### src/rtl/mem_arb_pkg.sv
// Shared types for the memory arbiter: FSM states, access-size encodings, size legality.
package mem_arb_pkg;

  typedef enum logic [1:0] {
    ST_IDLE   = 2'd0,
    ST_ACCESS = 2'd1,
    ST_RESP   = 2'd2
  } state_e;

  localparam logic [1:0] SIZE_BYTE      = 2'd0;
  localparam logic [1:0] SIZE_HALF      = 2'd1;
  localparam logic [1:0] SIZE_UNALIGNED = 2'd2;
  localparam logic [1:0] SIZE_WORD      = 2'd3;

  function automatic logic size_ok(input logic [1:0] size);
    case (size)
      SIZE_BYTE, SIZE_HALF, SIZE_WORD: size_ok = 1'b1;
      SIZE_UNALIGNED:                  size_ok = 1'b0;
      default:                         size_ok = 1'b0;
    endcase
  endfunction

endpackage

### src/rtl/mem_arb_pick.sv
// Two-way winner select: combinational, one-hot grant; port 1 wins a tie unless pri0 is set.
module mem_arb_pick
  import mem_arb_pkg::*;
(
  input  logic       req0,
  input  logic       req1,
  input  logic       pri0,
  output logic [1:0] gnt
);

  assign gnt[1] = req1 & ~(req0 & pri0);
  assign gnt[0] = req0 & ~gnt[1];

endmodule

### src/rtl/mem_arbiter.sv
// Two-port memory arbiter, IDLE->ACCESS->RESP: ack two cycles after the IDLE sample, one access per 3 cycles;
// requesters hold req until ack. MEM_ARB_ROUND_ROBIN_EN selects round-robin ties, else port 1 always wins.
module mem_arbiter
  import mem_arb_pkg::*;
#(
  parameter logic [15:0] MEM_ADDR = 16'h1000
) (
  input  logic        clock,
  input  logic        reset,
  input  logic        r0_req,
  input  logic        r1_req,
  input  logic        r0_we,
  input  logic        r1_we,
  input  logic [31:0] r0_addr,
  input  logic [31:0] r1_addr,
  input  logic [31:0] r0_wdata,
  input  logic [31:0] r1_wdata,
  input  logic [1:0]  r0_size,
  input  logic [1:0]  r1_size,
  output logic        r0_ack,
  output logic        r1_ack,
  output logic        r0_err,
  output logic        r1_err,
  output logic [31:0] r0_rdata,
  output logic [31:0] r1_rdata,
  output logic [31:0] mem_addr,
  output logic [31:0] mem_wdata,
  output logic [1:0]  mem_size,
  output logic        mem_we,
  output logic        mem_re,
  input  logic [31:0] mem_rdata
);

  state_e      state_q;
  logic        win_q;        // 1 = port 1 owns the current access
  logic        we_q;
  logic        legal_q;
  logic [31:0] mem_addr_q;
  logic [31:0] mem_wdata_q;
  logic [1:0]  mem_size_q;
  logic        mem_we_q;
  logic        mem_re_q;
  logic        r0_ack_q, r1_ack_q;
  logic        r0_err_q, r1_err_q;
  logic [31:0] r0_rdata_q, r1_rdata_q;

  logic [1:0]  gnt;
  logic        pri0;
  logic [31:0] sel_addr;
  logic [31:0] sel_wdata;
  logic [1:0]  sel_size;
  logic        sel_we;
  logic        sel_legal;
  logic [31:0] rdata_d;

`ifdef MEM_ARB_ROUND_ROBIN_EN
  logic ptr_q;               // last winner; 1 hands the next tie to port 0
  assign pri0 = ptr_q;
`else
  assign pri0 = 1'b0;
`endif

  mem_arb_pick u_pick (
    .req0 (r0_req),
    .req1 (r1_req),
    .pri0 (pri0),
    .gnt  (gnt)
  );

  always_comb begin
    sel_addr  = gnt[1] ? r1_addr  : r0_addr;
    sel_wdata = gnt[1] ? r1_wdata : r0_wdata;
    sel_size  = gnt[1] ? r1_size  : r0_size;
    sel_we    = gnt[1] ? r1_we    : r0_we;
    sel_legal = (sel_addr[31:16] == MEM_ADDR) && size_ok(sel_size);
  end

  // Writes and rejected accesses complete with zero read data.
  assign rdata_d = (legal_q && !we_q) ? mem_rdata : 32'h0;

  always_ff @(posedge clock or negedge reset) begin
    if (!reset) begin
      state_q     <= ST_IDLE;
      win_q       <= 1'b0;
      we_q        <= 1'b0;
      legal_q     <= 1'b0;
      mem_addr_q  <= 32'h0;
      mem_wdata_q <= 32'h0;
      mem_size_q  <= 2'd0;
      mem_we_q    <= 1'b0;
      mem_re_q    <= 1'b0;
      r0_ack_q    <= 1'b0;
      r1_ack_q    <= 1'b0;
      r0_err_q    <= 1'b0;
      r1_err_q    <= 1'b0;
      r0_rdata_q  <= 32'h0;
      r1_rdata_q  <= 32'h0;
`ifdef MEM_ARB_ROUND_ROBIN_EN
      ptr_q       <= 1'b0;
`endif
    end else begin
      mem_we_q <= 1'b0;
      mem_re_q <= 1'b0;
      r0_ack_q <= 1'b0;
      r1_ack_q <= 1'b0;
      r0_err_q <= 1'b0;
      r1_err_q <= 1'b0;
      case (state_q)
        ST_IDLE: begin
          if (r0_req || r1_req) begin
            win_q       <= gnt[1];
            we_q        <= sel_we;
            legal_q     <= sel_legal;
            mem_addr_q  <= sel_addr;
            mem_wdata_q <= sel_wdata;
            mem_size_q  <= sel_size;
            mem_we_q    <= sel_legal & sel_we;
            mem_re_q    <= sel_legal & ~sel_we;
            state_q     <= ST_ACCESS;
          end
        end
        ST_ACCESS: begin
          if (win_q) begin
            r1_ack_q   <= 1'b1;
            r1_err_q   <= ~legal_q;
            r1_rdata_q <= rdata_d;
          end else begin
            r0_ack_q   <= 1'b1;
            r0_err_q   <= ~legal_q;
            r0_rdata_q <= rdata_d;
          end
          state_q <= ST_RESP;
        end
        ST_RESP: begin
`ifdef MEM_ARB_ROUND_ROBIN_EN
          ptr_q <= win_q;
`endif
          state_q <= ST_IDLE;
        end
        default: state_q <= ST_IDLE;
      endcase
    end
  end

  assign mem_addr  = mem_addr_q;
  assign mem_wdata = mem_wdata_q;
  assign mem_size  = mem_size_q;
  assign mem_we    = mem_we_q;
  assign mem_re    = mem_re_q;
  assign r0_ack    = r0_ack_q;
  assign r1_ack    = r1_ack_q;
  assign r0_err    = r0_err_q;
  assign r1_err    = r1_err_q;
  assign r0_rdata  = r0_rdata_q;
  assign r1_rdata  = r1_rdata_q;

endmodule

### config.mk
export PLATFORM = sky130hd
export DESIGN_NAME = mem_arbiter
export DESIGN_NICKNAME = d
export VERILOG_FILES = /design/src/rtl/mem_arb_pkg.sv /design/src/rtl/mem_arb_pick.sv /design/src/rtl/mem_arbiter.sv
export SDC_FILE = /design/constraint.sdc
export NUM_CORES = 1
export LEC_CHECK = 0
export CAP_MARGIN = 30
export CORE_ASPECT_RATIO = 0.9
export CORE_UTILIZATION = 25
export CTS_CLUSTER_DIAMETER = 40
export DETAILED_ROUTE_END_ITERATION = 10
export SLEW_MARGIN = 20
export SYNTH_ARGS = -nofsm -noshare
export SYNTH_HDL_FRONTEND = slang
export SYNTH_HIERARCHICAL = 1
export SYNTH_SLANG_ARGS = --single-unit
### constraint.sdc
create_clock -name clock -period 1.7 [get_ports clock]
set_input_delay 0.34 -clock clock [delete_from_list [all_inputs] [get_ports clock]]
set_output_delay 0.34 -clock clock [all_outputs]
set_load 0.005 [all_outputs]
==> impl_metrics.tcl, run 1 <==
set metrics [dict create \
    outcome "completed" \
    crit_required_ns 1.36 \
    mostFrequentLayoutCell "clkdlybuf4s50_1" \
    io-pin-count 306 \
    antenna_found_initial 0 \
    place_hpwl_mm 13.5 \
    clk_latency_ns 0.42 \
    max_freq_mhz 601 \
    fin_setup_tns_ns 0 \
    cap_violations 0 \
    post-route-period-util_pct 97.8 \
    syn_area_sq_mm 0.00589 \
    vias 5139 \
    ant_nets 0 \
    start_util_pct 25.9 \
    routed_wirelength_mm 17.7 \
    syn_avg_cell_area_sq_um 10.2 \
    fp-row-count 52 \
    fin_nets 1066 \
    drc 0 \
    clkSinkCount 141 \
    dr.pass1.iters 6 \
    hp-class "in -> async" \
    r2r_slack_ns 0.31 \
    rsz0062_at_grt "false" \
    crit_chain "clkdlybuf4s50_1" \
    cts_tree "yes" \
    fin_area_sq_mm 0.0101 \
    routabilityCongestion 0.808 \
    cp_top_family "buffers and inverters" \
    overflow 0 \
    cp_slowest_cell "clkdlybuf4s50_1" \
    hold_viol_final 0 \
    synth_cells 577 \
    syn_to_final_growth_pct 72.4 \
    clk_pin_slew_ns 0.07 \
    ys_warn_count 6 \
    final_cell_mix "287 x clkdlybuf4s50_1, 141 x dfrtp_1, 99 x nand2_1" \
    cts_buffers 17 \
    skew_ns 0.0133 \
    synthesis.nets 747 \
    ir_worst_vdd_v 0.000683 \
    critPathArrivalTime_ns 1.32 \
    num-fill-cells 2215 \
    setup_viol 0 \
    core_area_sq_mm 0.0228 \
    placed_cell_area_sq_mm 0.00951 \
    p_leak_nw 4.35 \
    die_y_um 148 \
    critPathCaptureType "output port" \
    grt.total_usage_pct 15.3 \
    die_w_um 164 \
    powerDensity_mw_per_mm2 1300 \
    grt_pass1_vias 5342 \
    grt_pass1_wl_mm 28.4 \
    crit_buf_inv 1 \
    drive_above_1_share_pct 8.03 \
    path_class "reg -> out" \
    instances_no_fill 1206 \
    dp_cells 1172 \
    port_buffers 305 \
    antenna_cells 0 \
    root_buffer "clkbuf_16" \
    h-tree-depth 4 \
    drt_first_iter_violations 228 \
    slowest_delay_ns 0.53 \
    routedWlPerCell_um 14.7 \
    cp_max_fo 2 \
    maxSlewViolCount 0 \
    clockBufferDepth 2 \
    drt-vias-per-instance 4.26 \
    die_area_sq_mm 0.0242 \
    grt_max_degree 58 \
    fin_crit_ns 1.66 \
    startpoint_type "flop" \
]
-- cell type report --
class / count / area [sq um] / share of cell area, %
clock buffers: 18 / 429 / 4.23
repair buffers: 340 / 3500 / 34.4
inverters: 5 / 18.8 / 0.185
well taps: 297 / 372 / 3.66
clock inverters: 14 / 150 / 1.48
multi-input cells: 391 / 2150 / 21.2
flip-flops and latches: 141 / 3530 / 34.8
-- where the power goes --
group,leakage [nW],total [mW],switching [mW],internal (mW)
Combinational,2.31,4.72,2.05,2.67
Sequential,1.76,4.78,0.498,4.28
Clock,0.279,3.68,1.61,2.07
Total,4.35,13.2,4.16,9.02
-- sequential cells by signal, indices dropped and copies added (netlist names), 2 cells and up --
name,count
state_q,2
r0_rdata,32
mem_addr,32
mem_size,2
mem_wdata,32
r1_rdata,32
-- worst reg2reg max path: stages, from the launching register on --
cell and delay, ns:
dfrtp_1 0.39, nor3_2 0.27, buf_4 0.20, and2_1 0.17, o2111ai_1 0.15, nor2_1 0.13
-- metrics by stage --
stage / utilization, % / hold slack [ns] / power, mW / worst slack [ns]
3_5_place_dp: 41.8 / 0.233 / 9.67 / -0.293
6_report: 44.6 / 0.349 / 13.2 / 0.0366
5_1_grt: 44.6 / 0.364 / 14.1 / 0.000118
3_3_place_gp: 41.8 / 0.238 / 9.62 / -0.261
4_1_cts: 44.4 / 0.339 / 13.5 / 0.00230
2_1_floorplan: - / 0.0444 / 6.58 / 0.272
-- per-layer routing --
metal	vias to the layer above	share of wire, %	GRT usage (%)
li1	2585	-	-
met1	2355	44	19.3
met2	183	47	24.0
met3	16	7.8	5.44
met4	0	1.5	5.32
met5	-	0	0
-- path summary, 6_finish.rpt --
check / start / end / cells after the start
setup / recovery: mem_addr[28]$_DFFE_PN0P_ / mem_addr[28] / 1
hold / removal: reset / r0_rdata[30]$_DFFE_PN0P_ / 2
setup reg to reg: state_q[1]$_DFFE_PN0P_ / mem_re$_DFF_PN0_ / 5
hold reg to reg: legal_q$_DFFE_PN0P_ / r0_err$_DFF_PN0_ / 1
max in group asynchronous: reset / r1_rdata[23]$_DFFE_PN0P_ / 3
min in group clock: legal_q$_DFFE_PN0P_ / r0_err$_DFF_PN0_ / 1
-- what timing repair did --
item / 4_1_cts / 5_1_grt
hold endpoints to repair: 23 / 0
hold buffers: 1 / 0
buffers inserted: 0 / 1
cloned: 0 / 0
endpoints found under the setup margin: 1 / 17
gates resized for setup: 1 / 16
Power figures use the tool's default switching activity.
==> run 2, diff against run 1 <==
--- a/config.mk
+++ b/config.mk
@@ -5,7 +5,7 @@
 export SDC_FILE = /design/constraint.sdc
 export NUM_CORES = 1
 export LEC_CHECK = 0
-export CAP_MARGIN = 30
+export CAP_MARGIN = 0
 export CORE_ASPECT_RATIO = 0.9
 export CORE_UTILIZATION = 25
 export CTS_CLUSTER_DIAMETER = 40
==> results of run 2 <==
No change in the layout: final DEF, timing and power equal those of run 1.
==> run 3, diff against run 2 <==
--- a/config.mk
+++ b/config.mk
@@ -7,10 +7,11 @@
 export LEC_CHECK = 0
 export CAP_MARGIN = 0
 export CORE_ASPECT_RATIO = 0.9
-export CORE_UTILIZATION = 25
+export CORE_UTILIZATION = 40
 export CTS_CLUSTER_DIAMETER = 40
 export DETAILED_ROUTE_END_ITERATION = 10
-export SLEW_MARGIN = 20
+export PLACE_DENSITY = 0.81
+export SLEW_MARGIN = 5
 export SYNTH_ARGS = -nofsm -noshare
 export SYNTH_HDL_FRONTEND = slang
 export SYNTH_HIERARCHICAL = 1
==> run 3 against run 2 <==
Against the previous run: clock skew is 0.0041 ns lower; clock power is 3% lower; largest power group unchanged; first-iteration DRC count is 12% higher; non-clock buffer count is 12 lower; critical endpoint is now mem_addr[7]; sequential power hardly changed; worst hold slack better by 0.11 ns; sequential share of layout area is 0.91 points higher; global-route usage is 8.1 points higher; routed wire length is 0.89% lower; cell count is 9.6% lower; via count is 3.1% higher; total power is 2.1% lower.
==> impl_metrics.tcl, run 3 (synthesis gave the netlist of run 1 again) <==
set metrics [dict create \
    power_frac_seq_pct 37.1 \
    slowest_delay_ns 0.54 \
    r2r_slack_ns 0.33 \
    critPathCaptureType "output port" \
    p_clk_share_pct 27.7 \
    fp-row-count 41 \
    drt-vias-per-instance 4.86 \
    die_w_um 130 \
    post-route-period-util_pct 97.3 \
    drive_above_1_share_pct 7.02 \
    fin_nets 1054 \
    crit_required_ns 1.36 \
    hold_viol_final 0 \
    place_hpwl_mm 12.8 \
    h-tree-depth 4 \
    routabilityCongestion 0.822 \
    ant_nets 0 \
    reg2reg_to "mem_addr[5]$_DFFE_PN0P_" \
    clkSinkCount 141 \
    max_freq_mhz 605 \
    cap_violations 0 \
    pwr-share-comb_pct 35.2 \
    core_area_sq_mm 0.0142 \
    worstSetupEndpoint "mem_addr[7]" \
    io-pin-count 306 \
    post-route-util_pct 69.6 \
    rsz0062_at_grt "true" \
    crit_buf_inv 1 \
    p_sw_mw 4.00 \
    instances_no_fill 1090 \
    setup_slack_ns 0.0466 \
    clockBufferDepth 2 \
    die_y_um 117 \
    fin_setup_tns_ns 0 \
    powerDensity_mw_per_mm2 1300 \
    cts_tree "yes" \
    clk_latency_ns 0.42 \
    maxSlewViolCount 0 \
    syn_to_final_growth_pct 68.0 \
    overflow 0 \
    grt.total_usage_pct 23.4 \
    routed_wirelength_mm 17.5 \
    dr.pass1.iters 4 \
    antenna_cells 0 \
    power.internal_mw 8.89 \
    critPathArrivalTime_ns 1.31 \
    whs_ns 0.455 \
    r2r_start "state_q[0]$_DFFE_PN0P_" \
    crit_chain "clkdlybuf4s50_1" \
    cp.depth 1 \
    grt_pass1_vias 5222 \
    root_buffer "clkbuf_16" \
    cp_max_fo 2 \
    num-fill-cells 1063 \
    mostFrequentLayoutCell "clkdlybuf4s50_1" \
    vias 5296 \
    startpoint "mem_addr[7]$_DFFE_PN0P_" \
    setup_viol 0 \
    die_area_sq_mm 0.0152 \
    pre_cts_slack_ns -0.403 \
    cp_top_family "buffers and inverters" \
    outcome "completed" \
    grt_pass1_wl_mm 26.8 \
    skew_ns 0.00918 \
    antenna_found_initial 0 \
    drt_first_iter_violations 256 \
    path_class "reg -> out" \
    fin_crit_ns 1.65 \
    startpoint_type "flop" \
    swShare_pct 31.0 \
    routedWlPerCell_um 16.1 \
    grt_max_degree 83 \
    fin_area_sq_mm 0.00989 \
    cts_buffers 17 \
    finalPower_mw 12.9 \
    hp-class "in -> async" \
    port_buffers 305 \
    clk_pin_slew_ns 0.06 \
    drc 0 \
    cp_slowest_cell "clkdlybuf4s50_1" \
    placed_cell_area_sq_mm 0.00927 \
    start_util_pct 41.4 \
    worstRegToRegCells 5 \
    ir_worst_vdd_v 0.000854 \
    dp_cells 1056 \
    p_leak_nw 4.23 \
    final_cell_mix "293 x clkdlybuf4s50_1, 141 x dfrtp_1, 99 x nand2_1" \
]
[run 3: routing by layer]
| metal | global-route usage [%] | routed length [um] | vias to the layer above |
|---|---|---|---|
| met2 | 38.6 | 8660 | 227 |
| met3 | 10.7 | 1840 | 21 |
| met4 | 8.53 | 338 | 0 |
| li1 | - | - | 2561 |
| met1 | 26.7 | 6680 | 2487 |
| met5 | 0 | 0 | - |
[run 3: repair_timing]
action                                  in CTS  in global routing
endpoints found under the hold margin      141                  0
resized for setup                            1                 12
setup buffers                                0                  1
hold buffers                                 1                  0
gates cloned                                 0                  0
pin swaps                                    0                  0
endpoints found under the setup margin       1                 18
[run 3: area by class of cell]
class	instances	area [sq um]	area share, %
inverters	5	18.8	0.190
clock inverters	13	129	1.30
well taps	193	241	2.44
flip-flops and latches	141	3530	35.7
clock buffers	19	443	4.48
repair buffers	328	3370	34.0
multi-input cells	391	2160	21.9
[run 3: worst min path at each step]
stage,endpoint,slack [ns],from,cells past startpoint
after floorplan,legal_q$_DFFE_PN0P_,0.04,reset,0
after CTS,mem_addr[22]$_DFFE_PN0P_,0.46,reset,3
after global routing,mem_addr[22]$_DFFE_PN0P_,0.47,reset,3
after detailed placement,mem_addr[22]$_DFFE_PN0P_,0.35,reset,2
final,mem_addr[22]$_DFFE_PN0P_,0.45,reset,3
after global placement,mem_addr[22]$_DFFE_PN0P_,0.34,reset,2
[run 3: worst reg2reg max path, cell delays in order, from the launching register on]
cell	delay [ns]
dfrtp_1	0.38
nor3_2	0.17
buf_4	0.19
buf_12	0.30
nor2_1	0.12
a21oi_1	0.14
[run 3: power groups by stage]
stage / combinational, mW / clock [mW] / sequential, mW
after floorplan: 1.72 / 0 / 4.86
after global placement: 4.51 / 0 / 4.82
after detailed placement: 4.60 / 0 / 4.82
after CTS: 4.61 / 3.65 / 4.80
after global routing: 5.00 / 3.78 / 4.90
final: 4.54 / 3.57 / 4.79
